===== config.mk =====
export PLATFORM = sky130hd
export DESIGN_NAME = pipe_hazard_ctrl
export DESIGN_NICKNAME = d
export VERILOG_FILES = /design/src/rtl/pipe_hazard_ctrl.sv
export SDC_FILE = /design/constraint.sdc
export NUM_CORES = 1
export LEC_CHECK = 0
export CAP_MARGIN = 0
export CORE_MARGIN = 2
export CORE_UTILIZATION = 30
export DETAILED_ROUTE_END_ITERATION = 10
export PLACE_DENSITY_LB_ADDON = 0.15
export SYNTH_ARGS = -nofsm -noshare
export SYNTH_HDL_FRONTEND = slang
export SYNTH_SLANG_ARGS = --single-unit

===== constraint.sdc =====
create_clock -name clk -period 3.45 [get_ports clk]
set_input_delay 0.345 -clock clk [delete_from_list [all_inputs] [get_ports clk]]
set_output_delay 0.345 -clock clk [all_outputs]
set_load 0.02 [all_outputs]

===== src/rtl/pipe_hazard_ctrl.sv =====
// ============================================================================
// pipe_hazard_ctrl : forwarding selects, load-use/redirect stalls and MDU hold
//                    control for the D/E pipeline register and its neighbours.
// Optional feature : PIPE_HAZARD_STATS_EN enables the stall_cnt statistics.
// Revision         : 1.0 - initial release
// ============================================================================
`default_nettype none

module pipe_hazard_ctrl #(
  parameter int MDU_MAX_CYC = 64
) (
  input  logic        clk,
  input  logic        clr,
  input  logic [4:0]  drs,
  input  logic [4:0]  drt,
  input  logic        d_use_rs,
  input  logic        d_use_rt,
  input  logic [4:0]  ern,
  input  logic        ewreg,
  input  logic        em2reg,
  input  logic [4:0]  mrn,
  input  logic        mwreg,
  input  logic        mm2reg,
  input  logic        e_redirect,
  input  logic        e_mdu,
  input  logic        mdu_done,
  output logic [1:0]  da_depen,
  output logic [1:0]  db_depen,
  output logic        wpcir,
  output logic        dflush,
  output logic        dbubble,
  output logic        ehold,
  output logic        mdu_timeout,
  output logic [31:0] stall_cnt
);

  typedef enum logic [1:0] {
    ST_RUN      = 2'd0,
    ST_MDU_WAIT = 2'd1,
    ST_ERR      = 2'd2
  } state_e;

  localparam logic [7:0] MAX_CNT = MDU_MAX_CYC[7:0];

  state_e     state_q, state_d;
  logic [7:0] cnt_q, cnt_d;
  logic [7:0] cnt_inc;
  logic       timeout_q, timeout_d;
  logic       load_use;

  function automatic logic [1:0] fwd_sel(
    input logic [4:0] src,
    input logic [4:0] e_rn, input logic e_wr, input logic e_ld,
    input logic [4:0] m_rn, input logic m_wr, input logic m_ld
  );
    logic [1:0] sel;
    sel = 2'b00;
    if (src != 5'd0) begin
      // A matching E-stage load falls through to 00; the load-use stall covers it.
      if (e_wr && (e_rn == src)) begin
        sel = e_ld ? 2'b00 : 2'b01;
      end else if (m_wr && (m_rn == src)) begin
        sel = m_ld ? 2'b11 : 2'b10;
      end
    end
    return sel;
  endfunction

  always_comb begin
    da_depen = 2'b00;
    db_depen = 2'b00;
    if (!clr) begin
      da_depen = fwd_sel(drs, ern, ewreg, em2reg, mrn, mwreg, mm2reg);
      db_depen = fwd_sel(drt, ern, ewreg, em2reg, mrn, mwreg, mm2reg);
    end
  end

  assign load_use = ewreg && em2reg && (ern != 5'd0) &&
                    ((d_use_rs && (ern == drs)) || (d_use_rt && (ern == drt)));

  assign cnt_inc = cnt_q + 8'd1;

  always_comb begin
    state_d   = state_q;
    cnt_d     = cnt_q;
    timeout_d = timeout_q;
    wpcir     = 1'b1;
    dflush    = 1'b0;
    dbubble   = 1'b0;
    ehold     = 1'b0;
    case (state_q)
      ST_RUN: begin
        if (e_mdu && !mdu_done) begin
          ehold   = 1'b1;
          wpcir   = 1'b0;
          state_d = ST_MDU_WAIT;
          cnt_d   = 8'd1;
        end else if (e_redirect) begin
          dflush  = 1'b1;
          dbubble = 1'b1;
        end else if (load_use) begin
          wpcir   = 1'b0;
          dbubble = 1'b1;
        end
      end
      ST_MDU_WAIT: begin
        // Completion releases the hold in the same cycle and preempts any hazard.
        if (mdu_done) begin
          state_d = ST_RUN;
          cnt_d   = 8'd0;
        end else begin
          ehold = 1'b1;
          wpcir = 1'b0;
          cnt_d = cnt_inc;
          if (cnt_inc == MAX_CNT) begin
            state_d   = ST_ERR;
            timeout_d = 1'b1;
          end
        end
      end
      ST_ERR: begin
        ehold     = 1'b1;
        wpcir     = 1'b0;
        timeout_d = 1'b1;
      end
      default: begin
        state_d = ST_RUN;
        cnt_d   = 8'd0;
      end
    endcase
    if (clr) begin
      wpcir   = 1'b1;
      dflush  = 1'b0;
      dbubble = 1'b0;
      ehold   = 1'b0;
    end
  end

  always_ff @(posedge clk) begin
    if (clr) begin
      state_q   <= ST_RUN;
      cnt_q     <= 8'd0;
      timeout_q <= 1'b0;
    end else begin
      state_q   <= state_d;
      cnt_q     <= cnt_d;
      timeout_q <= timeout_d;
    end
  end

  assign mdu_timeout = timeout_q;

`ifdef PIPE_HAZARD_STATS_EN
  logic [31:0] stall_cnt_q, stall_cnt_d;

  always_comb begin
    stall_cnt_d = stall_cnt_q;
    if (!wpcir && (stall_cnt_q != 32'hFFFF_FFFF)) begin
      stall_cnt_d = stall_cnt_q + 32'd1;
    end
  end

  always_ff @(posedge clk) begin
    if (clr) begin
      stall_cnt_q <= 32'd0;
    end else begin
      stall_cnt_q <= stall_cnt_d;
    end
  end

  assign stall_cnt = stall_cnt_q;
`else
  assign stall_cnt = 32'd0;
`endif

endmodule

`default_nettype wire


=== Word level (Yosys, flattened, before mapping) ===
Cells that the tools add are included.

* Register bits after elaboration: 11
* Output and inout port bits: 41
* Bits of input ports: 31
* Word-level logic and storage cells: 75

* Bitwise operators: 1
* Add/subtract/negate cells: 1
* Reduce and logical (&&, ||, !) cells: 20
* Equal/unequal tests: 11
* Multiplexer cells: 39

{| class="wikitable"
|+ Operators by type and width
! operator !! number
|-
| 8-bit case mux with 3 select lines || 1
|-
| 2-bit 2-to-1 mux || 11
|-
| 1-bit 2-to-1 mux || 21
|-
| 5-bit equality test || 4
|-
| 8-bit 2-to-1 mux || 2
|-
| 5-bit nonzero test || 3
|-
| 1-bit logical AND || 10
|-
| 8-bit by 1-bit adder with 8-bit output (second input constant) || 1
|-
| 8-bit by 7-bit equality test with 1-bit output (second input constant) || 1
|-
| 2-bit inequality test (second input constant) || 3
|-
| 1-bit case mux with 3 select lines || 2
|-
| 2-bit case mux with 3 select lines || 1
|-
| 3-bit AND reduction || 2
|-
| 3-bit inequality test (second input constant) || 1
|-
| 2-bit by 1-bit equality test with 1-bit output (second input constant) || 1
|-
| 2-bit equality test (second input constant) || 1
|-
| 2-bit logical NOT || 1
|-
| 1-bit case mux with 2 select lines || 1
|-
| 2-bit AND reduction || 1
|-
| 2-bit nonzero test || 1
|-
| 1-bit logical NOT || 1
|-
| 1-bit logical OR || 1
|-
| 1-bit NOT || 1
|}

=== Logic depth before layout (Yosys ltp) ===
Gate-level depths: netlist (run 1).

* Depth in word-level cells: 9
* Mapped depth: 6
* Mapped depth without buffers: 6

=== Worst setup path before layout (run 1) ===
No wires, ideal clock.

* Kind: reg-to-output
* Start: reg state_q[0]
* End: out wpcir
* Setup slack: 1.775 ns
* Buffers on the path: 0
* Cell stages (with the launch flop): 4
* Required time: 3.105 ns
* Arrival time: 1.330 ns
* Path through: dfxtp_1 > o21ai_0 > a21oi_1 > a41oi_1

* Cells in the longest elaborated chain, start to end: 3
* Elaborated cells on any way between the ends: 5
* Those cells by class: eq/ne: 2; mux: 2; reduce/logical: 1

{| class="wikitable"
|+ RTL lines
! element !! line !! RTL
|-
| start, declared || 45 || <nowiki>state_e state_q, state_d;</nowiki>
|-
| start signal, assigned || 145 || <nowiki>state_q <= state_d;</nowiki>
|-
| 2-bit equality test, or another cell as far along || 91 || <nowiki>case (state_q)</nowiki>
|-
| 1-bit case mux with 3 select lines (*) || 91 ||
|-
| 1-bit 2-to-1 mux (*) || 131 || <nowiki>if (clr) begin</nowiki>
|-
| end, declared || 29 || <nowiki>output logic wpcir,</nowiki>
|}

Every way passes the cells marked *; elsewhere a longest branch is shown, timed or not.

=== Worst setup path after layout (run 1) ===
* Start: in drs[4]
* End: out da_depen[0]

* Cells in the longest elaborated chain, start to end: 6
* Elaborated cells on any way between the ends: 9
* Those cells by class: eq/ne: 2; mux: 4; reduce/logical: 3

{| class="wikitable"
|+ RTL lines
! element !! line !! RTL
|-
| start, declared || 14 || <nowiki>input logic [4:0] drs,</nowiki>
|-
| 5-bit equality test || 62 || <nowiki>end else if (m_wr && (m_rn == src)) begin</nowiki>
|-
| 1-bit logical AND || 62 ||
|-
| 2-bit 2-to-1 mux || 62 ||
|-
| 2-bit 2-to-1 mux || 60 || <nowiki>if (e_wr && (e_rn == src)) begin</nowiki>
|-
| 2-bit 2-to-1 mux (*) || 58 || <nowiki>if (src != 5'd0) begin</nowiki>
|-
| 2-bit 2-to-1 mux (*) || 72 || <nowiki>if (!clr) begin</nowiki>
|-
| end, declared || 27 || <nowiki>output logic [1:0] da_depen,</nowiki>
|}

Marks and branches as above.

==> results.md, run 1 <==
- Status: completed
- Worst-Margin Slew: ~0.6 ns
- Top Usage Layer GRT: met2
- WP data arrival: approximately 2.4 ns
- Initial Util: 0.318
- Share of post-route cells with drive strength above 1: 0.0625
- Placer Congestion: about 0.9
- CTS tree: built
- Gate Count Post-Synth: 168
- Final min period: 2.71 ns
- Largest net degree at the start of global routing: 17
- Post-synthesis sequential area ratio: 0.171
- DIE WIDTH: 69.6 um
- DRT Pass-1 Iters: 4
- Final Cycle Share: 0.786
- Worst endpoint required time: ~3.1 ns
- GR Overflow Total: 0
- Vias: roughly 1,200
- ANT cells: 0
- Max-slew headroom: 0.595
- Max incr delay on CP: about 0.60 ns
- Yosys reg bits: 11
- Total track usage: 0.136
- EDFF count, synth: 0
- Met1 Usage GRT: 0.165
- Final setup viols: 0
- Die height: 69.6 um
- Core region area: 4060 um^2
- Leakage: just under 0.0007 uW
- CTS HTree Levels: 1
- Mean post-synth cell area: 7.69 um^2
- Port Buffers: 39
- TritonCTS buffer count: 3
- Rows: 23
- Max Buffers Root-to-Sink: 2
- Crit start category: primary input
- Ys Warns: 0
- Max-slew violation count: 0
- Power Density: 241 nW/um^2
- Total negative setup slack: 0 ns
- Setup Buffers After CTS: 0
- # nets final: approximately 240
- Leading register cell type out of synthesis: dfxtp_1
- Layout Area Growth over Synthesis: 27.9%
- DR vias/cell: approximately 4.6
- Grt met3 use: 0.0203
- PostCTS Resize Cnt: 0
- Ports: between 70 and 80
- # Max-Cap Violations: 0
- Max FO, Critical Path: 3
- Vias in the first global route: about 1,200
- Max Fclk: around 370 MHz
- Maximum vdd ir drop: approximately 0.17 mV
- Drt initial violations: 38
- CTS Hold Bufs: 0
- Setup Skew: 0.00462 ns
- Antenna viol nets, final: 0
- Clk Latency, worst-skew pair: 0.24 ns
- Cell mode on critical path: clkdlybuf4s50_1
- HPWL after DPL: between 2000 and 3000 um
- CTS root buf: clkbuf_8
- Hold Vio Cnt, Final: 0
- Routed wire length: approximately 3200 um
- Worst path cell trace: clkdlybuf4s50_1, xor2_1, nor3_1, nand4_1, mux2i_1, and2_1, clkdlybuf4s50_1
- Antenna violations before repair: 0
- Worst-path clk slew: approximately 0.050 ns
- Crit path capture type: primary output
- WL/cell: between 10 and 15 um
- Slowest CP cell: clkdlybuf4s50_1
- RSZ-0062 raised after global routing: no
- Drt drc: 0
- Final core utilization: 0.407
- Full die area: 4840 um^2
- Sink Count: 11
- Synth Cell Area: 1290 um^2
- Async SR Flop Fraction: 0
- Hold crit path type: flop to flop
- Global-route wire length before repair: 5510 um
- Crit Path Category: primary input to primary output
- Post-synthesis cell type count: 42
- M2 GR Usage: 0.245
## metal layers
| layer | wire [um] | share of wire |
|---|---|---|
| met1 | 1350 | 0.43 |
| met2 | 1610 | 0.51 |
| met3 | 172 | 0.054 |
| met4 | 27 | 0.0086 |
| met5 | 0 | 0 |
## critical path, delay by kind of cell
| family | cells | cell delay [ns] |
|---|---|---|
| XOR/XNOR | 1 | 0.19 |
| buffers and inverters | 2 | 1.07 |
| multiplexers | 1 | 0.17 |
| AND/OR/NAND/NOR | 3 | 0.60 |
## power breakdown
part	switching [uW]	total, uW	internal (uW)
Sequential	2.72	132	129
Clock	48.3	129	81.2
Combinational	78.2	137	58.6
## path summary, 6_finish.rpt
check	from	end	slack [ns]	cells after the start
worst min register to register	mdu_timeout	mdu_timeout	0.47	2
worst min-delay path	mdu_timeout	mdu_timeout	0.47	2
worst max-delay path	drs[4]	da_depen[0]	0.74	7
worst max register to register	cnt_q[0]	mdu_timeout	1.88	6
## area by class of cell
cell class                      count  area, um^2
Tap cell                           50        62.6
Sequential cell                    11         220
Fill cell                         413        2410
Timing Repair Buffer               40         398
Inverter                            4        15.0
Multi-Input combinational cell    149         911
Clock buffer                        4        45.0
## cell usage after synthesis (2+ instances only)
master    number  share of area
nand2_1        9          0.026
xor2_1        13          0.088
and4_1         2          0.014
ha_1           2          0.019
a31oi_1        3          0.015
clkbuf_1       2         0.0058
a211oi_1       2          0.012
nor2_1        11          0.032
buf_4         32           0.19
a21oi_1       14          0.054
nand3_1        3          0.012
nand2b_1       3          0.015
and2_1         4          0.019
inv_1          4          0.012
nor3_1         9          0.035
mux2i_1        3          0.023
o21ai_0        4          0.016
xnor2_1        8          0.054
dfxtp_1       11           0.17
and3_1         2         0.0097
nand4_1        6          0.029
## through the flow
stage               worst slack, ns  hold WS [ns]  power (uW)  area, um^2  instances
detailed placement            0.739         0.464         271        1610        254
global placement              0.751         0.464         271        1610        254
global route                  0.574         0.512         420        1650        258
CTS                           0.746         0.472         402        1650        258
finish                        0.737         0.466         398        1650        258
floorplan                      1.77         0.413         237        1410        199
## registers in the layout (all words and copies together) (netlist names)
name	cells
cnt_q	8
mdu_timeout	1
state_q	2
## placed cells by master, fill, tap and decap left out, drive strengths merged, types with 2 or more instances in the layout
cell type / count
clkdlybuf4s50: 39
conb: 32
a21oi: 14
xor2: 13
nor2: 11
dfxtp: 11
nor3: 9
nand2: 9
xnor2: 8
nand4: 7
and2: 5
o21ai: 4
inv: 4
clkbuf: 4
and3: 4
mux2i: 3
nand2b: 3
a31oi: 3
nand3: 3
and4: 3
a211oi: 2
ha: 2
a21o: 2
## cell families (layout without fill, tap and decap cells)
group | after synthesis | count (layout) | synth area share
fa+ha+maj | 2 | 2 | 0.0194
other cells | 1 | 32 | 0.00290
simple gates | 59 | 59 | 0.266
buf+inv | 39 | 48 | 0.214
flops | 11 | 11 | 0.171
mux | 4 | 4 | 0.0320
xor+xnor | 21 | 21 | 0.142
compound gates | 31 | 31 | 0.152
Power figures use the tool's default switching activity.
==> run 2: changes to the inputs <==
==> constraint.sdc (replaced) <==
create_clock -name clk -period 2.6 [get_ports clk]
set_input_delay 0.26 -clock clk [delete_from_list [all_inputs] [get_ports clk]]
set_output_delay 0.26 -clock clk [all_outputs]
set_load 0.02 [all_outputs]
==> run 2 against run 1 <==
- via count is 3.3% higher
- sequential cell count stayed put
- cell count is 0.39% higher
- register-to-register slack worse by 0.90 ns
- global-route usage hardly changed
- clock power is 36% higher
- clock skew is 0.0026 ns lower
- worst hold slack better by 0.0054 ns
- clock-buffer cell count stayed put
==> results.md, run 2 (same netlist as run 1, synthesis figures left out) <==
- Max Buffers Root-to-Sink: 2 (unchanged)
- Most flop-heavy register: cnt_q
- Status: completed
- Port Buffers: 39 (unchanged)
- Reg2reg start: cnt_q[0]
- Vias in the first global route: 1,128 (-5.1%)
- Worst-Margin Slew: 0.672 ns (+0.0670 ns)
- Max-slew headroom: 0.550 (-0.0449)
- PostCTS Resize Cnt: 0 (unchanged)
- Setup Buffers After CTS: 0 (unchanged)
- Antenna violations before repair: 0 (unchanged)
- Worst-path clk slew: 0.05 ns (about the same)
- Delay-heaviest family, CP: buffers and inverters
- Crit Path Category: primary input to primary output
- DIE WIDTH: 69.6 um (unchanged)
- WHS Path Cells: 2 (unchanged)
- Leakage: 0.000724 uW (+6.5%)
- DRT Pass-1 Iters: 4 (unchanged)
- Met1 Usage GRT: 0.161 (-0.00422)
- Sink Count: 11 (unchanged)
- Largest net degree at the start of global routing: 12 (-5)
- Final setup viols: 0 (unchanged)
- WP data arrival: 2.19 ns (-0.18 ns)
- Clk Latency, worst-skew pair: 0.24 ns (about the same)
- GR Overflow Total: 0 (unchanged)
- HPWL after DPL: 2820 um (+5.7%)
- Drt initial violations: 24 (-37%)
- Layout Area Growth over Synthesis: 29.7%
- Commonest non-fill, non-tap cell in the layout: clkdlybuf4s50_1
- RSZ-0062 raised after global routing: no
- ANT cells: 0 (unchanged)
- Setup Skew: 0.00201 ns (-0.00262 ns)
- Cell mode on critical path: clkdlybuf4s50_1
- Global-route wire length before repair: 5380 um (-2.5%)
- Total track usage: 0.136 (about the same)
- Maximum vdd ir drop: 0.207 mV (+22%)
- Rows: 23 (unchanged)
- FF/Latch Area: 220 um^2 (unchanged)
- Grt met3 use: 0.0233 (+0.00291)
- Pwr Total: 537 uW (+35%)
- Most frequent cells in the layout: clkdlybuf4s50_1, conb_1, a21oi_1, xor2_1
- CTS Hold Bufs: 0 (unchanged)
- Share of post-route cells with drive strength above 1: 0.0766 (+0.0141)
- Worst path cell trace: clkdlybuf4s50_1, xor2_1, nor3_1, nand4_1, nand2_1, a41o_1, clkdlybuf4s50_1
- WP buf/inv: 2 (unchanged)
- # nets final: 243 (+0.41%)
- Slowest CP cell: clkdlybuf4s50_1
- Hold crit path type: flop to flop
- Core region area: 4060 um^2 (unchanged)
- Max incr delay on CP: 0.60 ns (about the same)
- Initial Util: 0.318 (unchanged)
- Crit path capture type: primary output
- Multi-input logic area: 921 um^2 (+1.1%)
- Vias: 1,225 (+3.3%)
- R2R Path End: state_q[1]
- Hold Path Origin: mdu_timeout
- Ports: 72 (unchanged)
- Max Fclk: roughly 410 MHz
- Power Density: 321 nW/um^2 (+33%)
- DR vias/cell: 4.73 (+2.9%)
- CTS HTree Levels: 1 (unchanged)
- Routed wire length: 3370 um (+6.8%)
- Max-slew violation count: 0 (unchanged)
- Worst reg2reg path depth: 6 (unchanged)
- Hold Vio Cnt, Final: 0 (unchanged)
- Antenna viol nets, final: 0 (unchanged)
- TritonCTS buffer count: 3 (unchanged)
- CTS tree: built
- Drt drc: 0 (unchanged)
- Max FO, Critical Path: 3 (unchanged)
- Die height: 69.6 um (unchanged)
- Min-Delay Endpoint: mdu_timeout
- Worst endpoint required time: 2.34 ns (-0.77 ns)
- M2 GR Usage: 0.239 (-0.00534)
- CTS root buf: clkbuf_8
- Top Usage Layer GRT: met2
- WL/cell: 13.0 um (+6.4%)
- # Max-Cap Violations: 0 (unchanged)
- Final min period: roughly 2.4 ns
- Total negative setup slack: 0 ns (unchanged)
- Placer Congestion: 0.915 (-0.50%)
- Full die area: 4840 um^2 (unchanged)
- Max reg flops: 8 (unchanged)
- Crit start category: primary input
- Final Cycle Share: 0.941
- Reg2Reg Setup Slack: 0.98 ns (-0.90 ns)
- # fillers: 410 (-0.73%)
## run 2: how the worst max path moves through the flow
stage / startpoint / to / cells past startpoint
floorplan: state_q[0] / wpcir / 3
global route: drt[4] / dbubble / 7
detailed placement: drt[4] / db_depen[0] / 7
CTS: ern[4] / db_depen[0] / 7
finish: drs[4] / dbubble / 7
global placement: ern[4] / db_depen[0] / 7
## run 2: area by class of cell
type	count	share of cell area
Timing Repair Buffer	41	0.245
Sequential cell	11	0.132
Multi-Input combinational cell	149	0.550
Inverter	4	0.00897
Tap cell	50	0.0374
Clock buffer	4	0.0269
## run 2: worst reg2reg max path, delay by kind of cell (launching register included)
kind	cells	cell delay (ns)
simple gates	3	0.43
fa+ha+maj	1	0.30
compound gates	2	0.32
flops	1	0.42
## run 2: power by group
| part | internal (uW) | total [uW] | switching (uW) |
|---|---|---|---|
| logic | 79.3 | 186 | 107 |
| clock network | 108 | 176 | 68.2 |
| registers | 171 | 175 | 3.92 |
| total | 358 | 537 | 179 |
## run 2: through the flow
| stage | hold slack, ns | instances | worst slack, ns | utilization | cell area [um^2] |
|---|---|---|---|---|---|
| 2_1_floorplan | 0.328 | 199 | 1.01 | - | 1410 |
| 5_1_grt | 0.498 | 259 | 0.0290 | 0.413 | 1670 |
| 3_3_place_gp | 0.454 | 255 | 0.0708 | 0.398 | 1610 |
| 6_report | 0.471 | 259 | 0.154 | 0.413 | 1670 |
| 3_5_place_dp | 0.476 | 255 | 0.0346 | 0.398 | 1610 |
| 4_1_cts | 0.484 | 259 | 0.0380 | 0.409 | 1660 |
## run 2: routing by layer
| layer | vias to the layer above | wire length (um) |
|---|---|---|
| li1 | 612 | - |
| met1 | 556 | 1400 |
| met5 | - | 0 |
| met3 | 7 | 182 |
| met4 | 0 | 66 |
| met2 | 50 | 1730 |
